--- config.mk ---
export PLATFORM = sky130hd
export DESIGN_NAME = packet_arbiter
export DESIGN_NICKNAME = d
export VERILOG_FILES = /design/src/rtl/packet_arbiter_pkg.sv /design/src/rtl/packet_arbiter_skid.sv /design/src/rtl/packet_arbiter.sv
export SDC_FILE = /design/constraint.sdc
export NUM_CORES = 1
export LEC_CHECK = 0
export CORE_MARGIN = 8
export CORE_UTILIZATION = 50
export CTS_BUF_LIST = sky130_fd_sc_hd__clkbuf_8
export CTS_CLUSTER_SIZE = 40
export DETAILED_ROUTE_END_ITERATION = 12
export PLACE_DENSITY = 0.89
export SLEW_MARGIN = 20
export SYNTH_ARGS = -nofsm -noshare
export SYNTH_HDL_FRONTEND = slang
export SYNTH_SLANG_ARGS = --single-unit
export TNS_END_PERCENT = 10
--- constraint.sdc ---
create_clock -name clk_i -period 12.5 [get_ports clk_i]
set_clock_uncertainty 0.15 [all_clocks]
set_input_delay 1.875 -clock clk_i [delete_from_list [all_inputs] [get_ports clk_i]]
set_output_delay 1.875 -clock clk_i [all_outputs]
set_load 0.02 [all_outputs]
--- src/rtl/packet_arbiter_pkg.sv ---
// Shared types for the router output-port packet arbiter.
// AXI-Stream bundles, routing header TID and arbiter FSM states.
package packet_arbiter_pkg;

  localparam int TID_W       = 4;
  localparam int PAYLOAD_W   = 16;
  localparam int MISO_DATA_W = 8;

  localparam logic [TID_W-1:0] ROUTING_HEADER = 4'hF;

  typedef struct packed {
    logic [TID_W-1:0]     TID;
    logic                 TLAST;
    logic [PAYLOAD_W-1:0] payload;
  } axis_data_t;

  typedef struct packed {
    logic       TVALID;
    axis_data_t data;
  } axis_mosi_t;

  typedef struct packed {
    logic                   TREADY;
    logic [MISO_DATA_W-1:0] data;
  } axis_miso_t;

  typedef enum logic {
    ARB_IDLE,
    ARB_LOCKED
  } arb_state_t;

  // A valid flit that opens a new packet
  function automatic logic is_header(axis_mosi_t f);
    return f.TVALID && (f.data.TID == ROUTING_HEADER);
  endfunction

endpackage

--- src/rtl/packet_arbiter_skid.sv ---
// Generic 2-entry AXI-Stream register slice.
// Upstream ready is a flop, so downstream ready never reaches it combinationally.
module axis_skid_buffer #(
  parameter int WIDTH = 8
) (
  input  logic             clk_i,
  input  logic             rst_n_i,
  input  logic             s_valid_i,
  input  logic [WIDTH-1:0] s_data_i,
  output logic             s_ready_o,
  output logic             m_valid_o,
  output logic [WIDTH-1:0] m_data_o,
  input  logic             m_ready_i
);

  logic [1:0]       cnt_q, cnt_d;
  logic [WIDTH-1:0] head_q, head_d;
  logic [WIDTH-1:0] tail_q, tail_d;
  logic             ready_q, ready_d;
  logic             push, pop;

  assign push      = s_valid_i && ready_q;
  assign pop       = m_ready_i && (cnt_q != 2'd0);
  assign s_ready_o = ready_q;
  assign m_valid_o = (cnt_q != 2'd0);
  assign m_data_o  = head_q;

  // Head is always the oldest entry; tail only holds the overflow flit
  always_comb begin
    cnt_d  = cnt_q;
    head_d = head_q;
    tail_d = tail_q;
    unique case (cnt_q)
      2'd0: begin
        if (push) begin
          head_d = s_data_i;
          cnt_d  = 2'd1;
        end
      end
      2'd1: begin
        if (push && pop) begin
          head_d = s_data_i;
        end else if (push) begin
          tail_d = s_data_i;
          cnt_d  = 2'd2;
        end else if (pop) begin
          cnt_d  = 2'd0;
        end
      end
      2'd2: begin
        if (pop) begin
          head_d = tail_q;
          cnt_d  = 2'd1;
        end
      end
      default: cnt_d = 2'd0;
    endcase
    ready_d = (cnt_d != 2'd2);
  end

  // Storage, occupancy and registered upstream ready
  always_ff @(posedge clk_i or negedge rst_n_i) begin
    if (!rst_n_i) begin
      cnt_q   <= 2'd0;
      head_q  <= '0;
      tail_q  <= '0;
      ready_q <= 1'b0;
    end else begin
      cnt_q   <= cnt_d;
      head_q  <= head_d;
      tail_q  <= tail_d;
      ready_q <= ready_d;
    end
  end

endmodule

--- src/rtl/packet_arbiter.sv ---
// Round-robin packet merge for one router output port.
// Grant is taken on a header flit and held through the TLAST flit.
module packet_arbiter
  import packet_arbiter_pkg::*;
#(
  parameter int CHANNEL_NUMBER       = 5,
  parameter int CHANNEL_NUMBER_WIDTH = $clog2(CHANNEL_NUMBER)
) (
  input  logic       clk_i,
  input  logic       rst_n_i,
  input  axis_mosi_t in_mosi_i [CHANNEL_NUMBER],
  output axis_miso_t in_miso_o [CHANNEL_NUMBER],
  output axis_mosi_t out_mosi_o,
  input  axis_miso_t out_miso_i
);

  typedef logic [CHANNEL_NUMBER_WIDTH-1:0] ch_idx_t;

  localparam ch_idx_t LAST_CH = ch_idx_t'(CHANNEL_NUMBER - 1);

  arb_state_t state_q, state_d;
  ch_idx_t    grant_q, grant_d;
  ch_idx_t    rr_ptr_q, rr_ptr_d;
  ch_idx_t    sel;
  ch_idx_t    chan;
  logic       sel_vld;
  logic       chan_vld;
  logic       push_vld;
  logic       xfer;
  logic       skid_ready;
  logic       skid_valid;
  axis_data_t push_data;
  axis_data_t skid_data;
  int         idx;

  logic [CHANNEL_NUMBER-1:0] req;
  logic [CHANNEL_NUMBER-1:0] chan_hit;

  // Header requests per channel
  always_comb begin
    req = '0;
    for (int i = 0; i < CHANNEL_NUMBER; i++) begin
      req[i] = is_header(in_mosi_i[i]);
    end
  end

  // Round-robin search starting at rr_ptr, wrapping
  always_comb begin
    sel     = '0;
    sel_vld = 1'b0;
    idx     = 0;
    for (int k = 0; k < CHANNEL_NUMBER; k++) begin
      idx = int'(rr_ptr_q) + k;
      if (idx >= CHANNEL_NUMBER) begin
        idx = idx - CHANNEL_NUMBER;
      end
      if (!sel_vld && req[idx]) begin
        sel     = ch_idx_t'(idx);
        sel_vld = 1'b1;
      end
    end
  end

  // Active channel: the locked grant, else the RR winner
  always_comb begin
    chan     = (state_q == ARB_LOCKED) ? grant_q : sel;
    chan_vld = (state_q == ARB_LOCKED) || sel_vld;
    chan_hit = '0;
    for (int i = 0; i < CHANNEL_NUMBER; i++) begin
      chan_hit[i] = chan_vld && (chan == ch_idx_t'(i));
    end
  end

  // Forward the active channel's flit into the skid
  always_comb begin
    push_vld  = 1'b0;
    push_data = '0;
    for (int i = 0; i < CHANNEL_NUMBER; i++) begin
      if (chan_hit[i]) begin
        push_vld  = in_mosi_i[i].TVALID;
        push_data = in_mosi_i[i].data;
      end
    end
  end

  assign xfer = push_vld && skid_ready;

  // Ready and back-channel data only toward the active channel
  always_comb begin
    for (int i = 0; i < CHANNEL_NUMBER; i++) begin
      in_miso_o[i].TREADY = chan_hit[i] && skid_ready;
      in_miso_o[i].data   = chan_hit[i] ? out_miso_i.data : '0;
    end
  end

  // Grant on header, hold until the tail flit moves
  always_comb begin
    state_d  = state_q;
    grant_d  = grant_q;
    rr_ptr_d = rr_ptr_q;
    unique case (state_q)
      ARB_IDLE: begin
        if (xfer) begin
          grant_d  = sel;
          rr_ptr_d = (sel == LAST_CH) ? '0 : ch_idx_t'(sel + 1'b1);
          if (!push_data.TLAST) begin
            state_d = ARB_LOCKED;
          end
        end
      end
      ARB_LOCKED: begin
        if (xfer && push_data.TLAST) begin
          state_d = ARB_IDLE;
        end
      end
      default: state_d = ARB_IDLE;
    endcase
  end

  // Arbiter state, grant and round-robin pointer
  always_ff @(posedge clk_i or negedge rst_n_i) begin
    if (!rst_n_i) begin
      state_q  <= ARB_IDLE;
      grant_q  <= '0;
      rr_ptr_q <= '0;
    end else begin
      state_q  <= state_d;
      grant_q  <= grant_d;
      rr_ptr_q <= rr_ptr_d;
    end
  end

  axis_skid_buffer #(
    .WIDTH($bits(axis_data_t))
  ) u_skid (
    .clk_i    (clk_i),
    .rst_n_i  (rst_n_i),
    .s_valid_i(push_vld),
    .s_data_i (push_data),
    .s_ready_o(skid_ready),
    .m_valid_o(skid_valid),
    .m_data_o (skid_data),
    .m_ready_i(out_miso_i.TREADY)
  );

  assign out_mosi_o = {skid_valid, skid_data};

endmodule

==> out/metrics.json <==
{
  "status": "finished, final reports clean",
  "fillerInstances": 769,
  "numCtsBuffers": 5,
  "period_needed_ns": 8.57,
  "final-setup-viol-count": 0,
  "period_share": 0.685,
  "layout-drive-gt1-share": 0.0595,
  "port_buffers": 187,
  "critical_path_required_ns": 10.47,
  "syn_avg_cell_area_um2": 8.65,
  "grt_start_max_net_pins": 67,
  "dominantRegCellSynth": "sky130_fd_sc_hd__dfrtp_1",
  "flow.area_growth_from_synthesis_pct": 38.7,
  "finish.net_count": 874,
  "globalplace.congestion": 0.964,
  "ioPinCount": 188,
  "yosysTopAreaCellShare": 0.259,
  "first_global_vias": 5372,
  "grt_util_all_layers": 0.244,
  "post_cts.repair.setup_buffers": 0,
  "grt_pass1_wl_mm": 26.7,
  "type_of_the_tightest_min_delay_check": "reg -> reg",
  "synth_top_cells_by_area": "sky130_fd_sc_hd__dfrtp_1 26%, sky130_fd_sc_hd__mux2i_1 18%, sky130_fd_sc_hd__inv_1 4.8%",
  "tns_ns": 0,
  "clk_transition_reported_paths_ns": 0.09,
  "netlist.top_cell.by_area": "sky130_fd_sc_hd__dfrtp_1",
  "max_freq_mhz": 117,
  "syn_area_mm2": 0.00501,
  "syn_nets": 716,
  "timing.max_slew.rel_slack": 0.318,
  "mapped_cells": 580,
  "timing_hold_violations_final": 0,
  "wire_per_inst_um": 19.1,
  "cp.arrival_ns": 6.54,
  "final_common_cell": "sky130_fd_sc_hd__clkdlybuf4s50_1",
  "rows": 36,
  "drt_iter0_markers": 308,
  "clock_sinks": 52,
  "initial_core_util": 0.513,
  "most-common-layout-cells": "186 x sky130_fd_sc_hd__clkdlybuf4s50_1, 92 x sky130_fd_sc_hd__mux2i_1, 65 x sky130_fd_sc_hd__inv_1, 52 x sky130_fd_sc_hd__dfrtp_1, 45 x sky130_fd_sc_hd__nor3_1",
  "clk_latency_ns": 0.31,
  "clockRootBuffer": "sky130_fd_sc_hd__clkbuf_8",
  "worst-path-max-fanout": 38,
  "drtPass1Iterations": 5,
  "core_mm2": 0.00977,
  "timing_worst_slew_pin_value_ns": 1.02,
  "antenna_found_initial": 0,
  "cts_tree": "built",
  "cts_max_path_buffers": 2,
  "antenna-diode-count": 0,
  "yosys_register_bits": 52,
  "grt_overflow_total": 0,
  "finalWirelength_mm": 16.6,
  "fp.dieArea_mm2": 0.0135,
  "final_antenna_net_count": 0,
  "maxSlewViolCount": 0,
  "number_of_warnings_printed_during_yosys_synthesis": 0,
  "drcViolationCount": 0,
  "place_area_mm2": 0.00686,
  "critical_path_class": "reg -> out",
  "postCtsHoldBufs": 0,
  "synth-seq-area-share": 0.259,
  "sum_of_net_half_perimeters_after_detailed_placement_mm": 13.0,
  "cp-end-kind": "output pin",
  "cts-htree-levels": 2,
  "ys_types": 77,
  "synth_async_sr_flop_share": 1.00,
  "dieHeight_um": 116,
  "final_design_area_no_fill_mm2": 0.00695,
  "avgViaCountPerCell": 5.88,
  "grt_setup_unrepaired": "false",
  "timing.critical_path.from_type": "register",
  "die_w_um": 116,
  "cts.repair.resized": 0,
  "cap_viol_max_count": 0,
  "post_synth_edffs": 0,
  "num_vias": 5131
}
-- synthesized netlist by cell type (8+ instances only) --
master / number
sky130_fd_sc_hd__buf_4: 9
sky130_fd_sc_hd__a22oi_1: 21
sky130_fd_sc_hd__o221ai_1: 21
sky130_fd_sc_hd__clkbuf_1: 15
sky130_fd_sc_hd__dfrtp_1: 52
sky130_fd_sc_hd__o21a_1: 21
sky130_fd_sc_hd__nor2_1: 31
sky130_fd_sc_hd__o21ai_0: 28
sky130_fd_sc_hd__nor3_1: 45
sky130_fd_sc_hd__nand2_1: 20
sky130_fd_sc_hd__inv_1: 64
sky130_fd_sc_hd__mux2i_1: 92
sky130_fd_sc_hd__ha_1: 15
sky130_fd_sc_hd__nand3_1: 8
sky130_fd_sc_hd__a21oi_1: 15
-- final timing paths --
kind	startpoint	to	slack, ns	cells past startpoint
setup / recovery	rr_ptr_q[0]$_DFFE_PN0P_	in_miso_o[1]	3.93	16
hold / removal	u_skid.m_data_o[16]$_DFFE_PN0P_	u_skid.m_data_o[16]$_DFFE_PN0P_	0.37	1
setup reg to reg	rr_ptr_q[0]$_DFFE_PN0P_	u_skid.m_data_o[12]$_DFFE_PN0P_	5.75	18
hold reg to reg	u_skid.m_data_o[16]$_DFFE_PN0P_	u_skid.m_data_o[16]$_DFFE_PN0P_	0.37	1
max in group asynchronous	rst_n_i	u_skid.cnt_q[0]$_DFF_PN0_	10.23	2
min in group asynchronous	rst_n_i	u_skid.m_data_o[5]$_DFFE_PN0P_	1.51	2
-- critical path, cell delays in order (launching register included) --
cell	delay [ns]
sky130_fd_sc_hd__dfrtp_1	0.82
sky130_fd_sc_hd__inv_1	0.38
sky130_fd_sc_hd__ha_1	0.30
sky130_fd_sc_hd__inv_1	0.05
sky130_fd_sc_hd__ha_1	0.32
sky130_fd_sc_hd__a211o_1	0.37
sky130_fd_sc_hd__a211oi_4	0.36
sky130_fd_sc_hd__mux2i_1	0.35
sky130_fd_sc_hd__o32ai_2	0.14
sky130_fd_sc_hd__o211a_1	0.27
sky130_fd_sc_hd__or3b_1	0.40
sky130_fd_sc_hd__a211o_1	0.32
sky130_fd_sc_hd__a21oi_1	0.29
sky130_fd_sc_hd__nand3_2	0.57
sky130_fd_sc_hd__buf_4	0.49
sky130_fd_sc_hd__nor2_1	0.14
sky130_fd_sc_hd__clkdlybuf4s50_1	0.62
-- final cells by class --
| cell class | count | area (um^2) | share of cell area |
|---|---|---|---|
| clock buffers | 6 | 82.6 | 0.0119 |
| clock inverters | 2 | 11.3 | 0.00162 |
| inverters | 65 | 244 | 0.0351 |
| repair buffers | 193 | 1910 | 0.275 |
| flip-flops and latches | 52 | 1300 | 0.187 |
| well taps | 133 | 166 | 0.0239 |
| multi-input cells | 421 | 3240 | 0.465 |
-- logic make-up (layout without fill, tap and decap cells) --
kind of cell | count (synthesis) | after routing | synth area share
AND/OR/NAND/NOR | 149 | 149 | 0.154
XOR/XNOR | 2 | 2 | 0.00649
flip-flops | 52 | 52 | 0.259
AO/OA/AOI/OAI | 158 | 158 | 0.246
buffers and inverters | 107 | 266 | 0.0990
multiplexers | 97 | 97 | 0.198
adder cells (fa/ha/maj) | 15 | 15 | 0.0374
-- metrics by stage --
| step | std cells | hold WS [ns] | util | setup WS, ns |
|---|---|---|---|---|
| 6_report | 872 | 0.368 | 0.711 | 3.93 |
| 5_1_grt | 872 | 0.389 | 0.711 | 3.59 |
| 4_1_cts | 872 | 0.371 | 0.711 | 4.00 |
| 3_5_place_dp | 864 | 0.353 | 0.702 | 4.12 |
| 3_3_place_gp | 864 | 0.345 | 0.702 | 4.35 |
| 2_1_floorplan | 580 | 0.344 | - | 5.75 |
-- per-layer routing --
layer	wire length, um	vias to the layer above	GRT usage	share of wire
li1	-	2437	-	-
met1	6780	2451	0.285	0.41
met2	8390	207	0.433	0.50
met3	1080	36	0.0507	0.065
met4	406	0	0.0812	0.024
met5	0	-	0	0
-- flip-flops by register name (all words and copies together), names as in the netlist, named ones only --
| register | count |
|---|---|
| grant_q | 3 |
| rr_ptr_q | 3 |
| u_skid.cnt_q | 2 |
| u_skid.m_data_o | 21 |
| u_skid.s_ready_o | 1 |
| u_skid.tail_q | 21 |
Power is not shown: default switching activity piles up to over one toggle a cycle in this logic, so the estimate is an artifact.
